==> src/rtl/fetch_unit.sv <==
// -----------------------------------------------------------------------------
// fetch_unit
// Instruction-fetch stage feeding the IF/ID pipeline register. Owns the PC and
// keeps at most one request outstanding to a variable-latency instruction
// memory.
//
// Handshake: imem_req is a one-cycle pulse; the memory captures imem_addr in
// that cycle. Exactly one imem_valid strobe (with imem_rdata) comes back one or
// more cycles later. The unit never raises imem_req again until that strobe has
// been seen, so it needs no ready signal. A strobe seen in ISSUE or HOLD is a
// protocol error: it is ignored, and an assertion flags it in simulation.
//
// Optional feature: define FETCH_PERF_CNT_EN to add the FetchCountF and
// StallCountF performance counters.
//
// Ports:
//   clk, rst            clock; synchronous active-high reset
//   StallF              hold the current fetch, do not advance the PC
//   PCSrcE, PCTargetE   redirect from Execute (target used unmodified)
//   imem_req/imem_addr  request pulse and address (= PCF)
//   imem_rdata/valid    response data and one-cycle strobe
//   InstrF              fetched instruction, or NOP_INSTR when none is valid
//   PCF, PCPlus4F       PC of InstrF and PC+4 (wraps)
//   InstrValidF         InstrF holds a real instruction this cycle
//   FetchBusyF          !InstrValidF
//   FetchCountF         (FETCH_PERF_CNT_EN) accepted instructions
//   StallCountF         (FETCH_PERF_CNT_EN) valid cycles with StallF high
//   dbg_state           current FSM state, for observation
// -----------------------------------------------------------------------------
module fetch_unit #(
  parameter int unsigned               DATA_WIDTH   = 32,
  parameter logic [DATA_WIDTH-1:0]     RESET_VECTOR = '0,
  parameter logic [DATA_WIDTH-1:0]     NOP_INSTR    = DATA_WIDTH'(32'h0000_0013)
) (
  input  logic                  clk,
  input  logic                  rst,
  input  logic                  StallF,
  input  logic                  PCSrcE,
  input  logic [DATA_WIDTH-1:0] PCTargetE,
  output logic                  imem_req,
  output logic [DATA_WIDTH-1:0] imem_addr,
  input  logic [DATA_WIDTH-1:0] imem_rdata,
  input  logic                  imem_valid,
  output logic [DATA_WIDTH-1:0] InstrF,
  output logic [DATA_WIDTH-1:0] PCF,
  output logic [DATA_WIDTH-1:0] PCPlus4F,
  output logic                  InstrValidF,
  output logic                  FetchBusyF,
`ifdef FETCH_PERF_CNT_EN
  output logic [31:0]           FetchCountF,
  output logic [31:0]           StallCountF,
`endif
  output logic [1:0]            dbg_state
);

  localparam logic [1:0] ISSUE   = 2'd0;
  localparam logic [1:0] WAIT    = 2'd1;
  localparam logic [1:0] HOLD    = 2'd2;
  localparam logic [1:0] DISCARD = 2'd3;

  logic [1:0]            state, state_nxt;
  logic [DATA_WIDTH-1:0] pc, pc_nxt, pc_plus4;
  logic [DATA_WIDTH-1:0] hold_buf;
  logic [DATA_WIDTH-1:0] instr;
  logic                  hold_load;
  logic                  instr_valid;
  logic                  req;
  logic                  accept;   // valid instruction consumed, PC advances

  assign pc_plus4 = pc + DATA_WIDTH'(4);

  // Redirect always wins over stall and normal advance.
  always_comb begin
    state_nxt   = state;
    pc_nxt      = pc;
    hold_load   = 1'b0;
    instr_valid = 1'b0;
    instr       = NOP_INSTR;
    req         = 1'b0;
    accept      = 1'b0;
    case (state)
      ISSUE: begin
        if (PCSrcE) begin
          pc_nxt = PCTargetE;
        end else begin
          req       = 1'b1;
          state_nxt = WAIT;
        end
      end
      WAIT: begin
        if (PCSrcE) begin
          // Response in this cycle is dropped; otherwise it is still in
          // flight and DISCARD swallows it.
          pc_nxt    = PCTargetE;
          state_nxt = imem_valid ? ISSUE : DISCARD;
        end else if (imem_valid) begin
          instr_valid = 1'b1;
          instr       = imem_rdata;
          if (StallF) begin
            hold_load = 1'b1;
            state_nxt = HOLD;
          end else begin
            accept    = 1'b1;
            pc_nxt    = pc_plus4;
            state_nxt = ISSUE;
          end
        end
      end
      HOLD: begin
        if (PCSrcE) begin
          pc_nxt    = PCTargetE;
          state_nxt = ISSUE;
        end else begin
          instr_valid = 1'b1;
          instr       = hold_buf;
          if (!StallF) begin
            accept    = 1'b1;
            pc_nxt    = pc_plus4;
            state_nxt = ISSUE;
          end
        end
      end
      DISCARD: begin
        // Newest redirect target wins while the stale response drains.
        if (PCSrcE) pc_nxt = PCTargetE;
        if (imem_valid) state_nxt = ISSUE;
      end
      default: state_nxt = ISSUE;
    endcase
  end

  always_ff @(posedge clk) begin
    if (rst) begin
      state    <= ISSUE;
      pc       <= RESET_VECTOR;
      hold_buf <= '0;
    end else begin
      state <= state_nxt;
      pc    <= pc_nxt;
      if (hold_load) hold_buf <= imem_rdata;
    end
  end

  // Outputs are forced quiet while reset is held, whatever the state register.
  assign imem_req    = req & ~rst;
  assign imem_addr   = pc;
  assign InstrValidF = instr_valid & ~rst;
  assign InstrF      = InstrValidF ? instr : NOP_INSTR;
  assign FetchBusyF  = ~InstrValidF;
  assign PCF         = pc;
  assign PCPlus4F    = pc_plus4;
  assign dbg_state   = state;

`ifdef FETCH_PERF_CNT_EN
  always_ff @(posedge clk) begin
    if (rst) begin
      FetchCountF <= '0;
      StallCountF <= '0;
    end else begin
      if (accept) FetchCountF <= FetchCountF + 32'd1;
      if (InstrValidF && StallF) StallCountF <= StallCountF + 32'd1;
    end
  end
`endif

  // A response strobe is only legal while a request is outstanding.
  a_no_stray_valid: assert property (@(posedge clk) disable iff (rst)
    !(imem_valid && (state == ISSUE || state == HOLD)));

endmodule

==> config.mk <==
export PLATFORM = sky130hd
export DESIGN_NAME = fetch_unit
export DESIGN_NICKNAME = d
export VERILOG_FILES = /design/src/rtl/fetch_unit.sv
export SDC_FILE = /design/constraint.sdc
export NUM_CORES = 1
export LEC_CHECK = 0
export CAP_MARGIN = 10
export CORE_ASPECT_RATIO = 1.25
export CORE_MARGIN = 4
export CORE_UTILIZATION = 38
export DETAILED_ROUTE_END_ITERATION = 6
export GPL_TIMING_DRIVEN = 0
export MAX_ROUTING_LAYER = met4
export PLACE_DENSITY = 0.86
export SLEW_MARGIN = 5
export SYNTH_ARGS = -nofsm -noshare
export SYNTH_HDL_FRONTEND = slang
export SYNTH_SLANG_ARGS = --single-unit
==> constraint.sdc <==
create_clock -name clk -period 2.13 [get_ports clk]
set_input_delay 0.426 -clock clk [delete_from_list [all_inputs] [get_ports clk]]
set_output_delay 0.426 -clock clk [all_outputs]
set_load 0.01 [all_outputs]
==> metrics <==
status=finished, violations left; violated checks=setup timing; # fillers=584; setup ws final=-400 ps; first-pass GRT wire length=29.8 mm; area leader, netlist=dfxtp_1; CTS Buf Count=9; # DRC=0; Seq cells post-synth=66; Clock H-tree levels=3; # hold bufs at CTS=0; gr usage total=0.298; WP data required=1700 ps; Mean Syn Cell Area=7.40 um2; Detailed Route WL=22.1 mm; PortBufs=200; Core Rows=42; top cells by area, synth=dfxtp_1, nand2_1, buf_4, a22oi_1, a21oi_1; min-delay worst type=register to register; Area growth, synth to finish=104%; largest net degree at the start of global routing=11; Clock power frac=0.345; library cells used by synthesis=54; combinational cell fraction of total power=0.339; fmax=0.395 GHz; static leakage=3.53 nW; peak supply drop=0.428 mV; Congestion Overflow GR=0; RR Startpoint=PCF[16]; Int Pwr=3.08 mW; pwr/cell area=514 nW/um2; Syn Inst Count=575; flip-flop and latch area=1410 um2; placed cell count=907; Clock Path Buffers=2; Cell Count, Final, Fillers Out=1,030; Fin. Hold Viols=0; gp weighted congestion=0.964; IO Count=202; sequential area share after synthesis=0.310; Period Utilization, post-route=1.19; Starting Density=0.395; post-route cell area=8690 um2; Die H=126 um; initial detailed-routing violation count=488; Final Skew=9.63 ps; post-synth top area share=0.310; Layout Utilization=0.807; Slew @ Worst Pin=823 ps; CTS tree=done; max cap viols=0; Area after DPL=6430 um2; Final nets=967; Die Width=103 um; core area=10,800 um2; pre-CTS setup slack=-1100 ps; ratio of cells with drive above 1 in the final layout=0.437; reg2reg end=PCF[28]; average routed wire per standard cell=21.4 um; cell area after synthesis=4260 um2; clock slew at reported path FFs=60 ps; Worst Hold Depth=2; Arr. time, crit path=2100 ps; Ys Warns=0; sw frac=0.311; final slew viol count=0; via count=6,121; EDFF count, synth=0; reg2reg path depth=9; DIE AREA=13,000 um2; Post-Syn Nets=650; Async S/R FF share, synth=0; multi-input logic area=3260 um2; endpoints failing setup=56; Num Clock Sinks=66; CP Class=register to primary output; post-detail-place hpwl=11.7 mm; max_slew headroom=0.451; post-layout min period=2530 ps; startpoint types=register; CP Capture Type=primary output; Clock Latency Late Sink=340 ps; prevailing post-synth register cell=dfxtp_1; critical-path maximum fanout=6; R2R Setup Slk=20 ps; RSZ-0062 raised after global routing=true; Sw Pwr=1.39 mW; post-route antenna net violation count=0; vias in the first global route=5,803; TritonRoute pass-1 iters=5; initial antenna violation count=1; clk root buf=clkbuf_16; worst hold start=hold_buf[0]; sequential share of power=0.316; WHS Endpoint=hold_buf[0]; Via density=5.94
[cell type report]
class                      count  area share
antenna                        1    0.000288
buffer                        71      0.0679
clock buffer                  14      0.0304
clock inverter                 2     0.00403
inverter                      12     0.00648
multi-input combinational    421       0.375
sequential                    66       0.162
tap                          132      0.0190
timing repair buffer         311       0.335
[per-stage QoR]
stage          hold slack (ps)  setup TNS, ps  power, mW
2_1_floorplan              433           -220       1.92
3_3_place_gp               439         -62310       2.49
3_5_place_dp               447         -63220       2.50
4_1_cts                    454          -5320       4.20
5_1_grt                    491         -12410       4.61
6_report                   453          -9420       4.47
[cell families after synthesis]
| group | synth area share |
|---|---|
| AOI/OAI and AO/OA | 0.220 |
| xor gates and xnor gates | 0.0679 |
| adders and majority gates | 0.0176 |
| buffers and inverters | 0.111 |
| DFF | 0.310 |
| muxes | 0.0118 |
| and+or+nand+nor | 0.261 |
[placed cells by master (no fill, tap or decap), drive strengths merged, types with 11 or more instances in the layout]
cell type / n
clkdlybuf4s50: 135
dfxtp: 66
inv: 11
nor2: 60
nand3: 25
buf: 215
nand2: 94
clkbuf: 39
o21ai: 16
a22oi: 33
and3: 12
xnor2: 23
a21oi: 49
[power by group through the flow]
stage / clock network (mW) / logic, mW / registers [mW]
2_1_floorplan: 0 / 0.490 / 1.43
3_3_place_gp: 0 / 1.06 / 1.43
3_5_place_dp: 0 / 1.07 / 1.43
4_1_cts: 1.52 / 1.28 / 1.41
5_1_grt: 1.60 / 1.59 / 1.42
6_report: 1.54 / 1.51 / 1.41
[cells in the mapped netlist, types with 3 or more instances]
library cell	n
a211oi_1	3
a21oi_1	49
a22o_1	5
a22oi_1	33
a31oi_1	4
a32o_1	3
and2_1	5
and3_1	12
and4_1	3
buf_2	3
buf_4	37
clkbuf_1	34
dfxtp_1	66
ha_1	6
inv_1	12
mux2i_1	5
nand2_1	93
nand2b_1	5
nand3_1	21
nand3_2	3
nand4_1	9
nor2_1	60
nor2b_1	3
nor3_1	5
o211ai_1	6
o21a_1	3
o21ai_0	15
o22ai_1	6
o31ai_1	3
xnor2_1	23
xor2_1	10
[worst max path at each step]
stage                  from           end  slack [ps]  depth (start not counted)
6_report            PCF[16]  PCPlus4F[26]        -400                          7
5_1_grt             PCF[16]  PCPlus4F[26]        -480                          7
4_1_cts              PCF[2]  PCPlus4F[28]        -250                          7
3_5_place_dp     imem_valid    InstrF[29]       -1100                          8
3_3_place_gp     imem_valid    InstrF[29]       -1130                          8
2_1_floorplan  dbg_state[0]     InstrF[0]         -70                          8
[worst max-delay path, stage by stage (launching register included)]
cell and delay [ps]:
dfxtp_2 340, buf_6 130, nand3_4 100, nor4_4 340
buf_6 170, nand4_1 230, xnor2_1 260, buf_2 180
[what timing repair did]
action                                  4_1_cts  5_1_grt
gates cloned                                  4        2
resized for setup                           464      137
endpoints found under the setup margin      119       94
hold endpoints to repair                      0        0
pin swaps                                    68       57
setup buffers                                64       46
[flip-flops by register name (all words and copies together), names as in the netlist]
| signal | flops |
|---|---|
| PCF | 32 |
| hold_buf | 32 |
| dbg_state | 2 |
[metal layers]
| layer | wire [um] | global-route usage | vias up |
|---|---|---|---|
| li1 | - | - | 2631 |
| met1 | 7100 | 0.326 | 2887 |
| met2 | 11200 | 0.503 | 488 |
| met3 | 2680 | 0.0763 | 115 |
| met4 | 1110 | 0.129 | 0 |
| met5 | 0 | - | - |
Note: power is estimated with default switching activity, not from simulation.
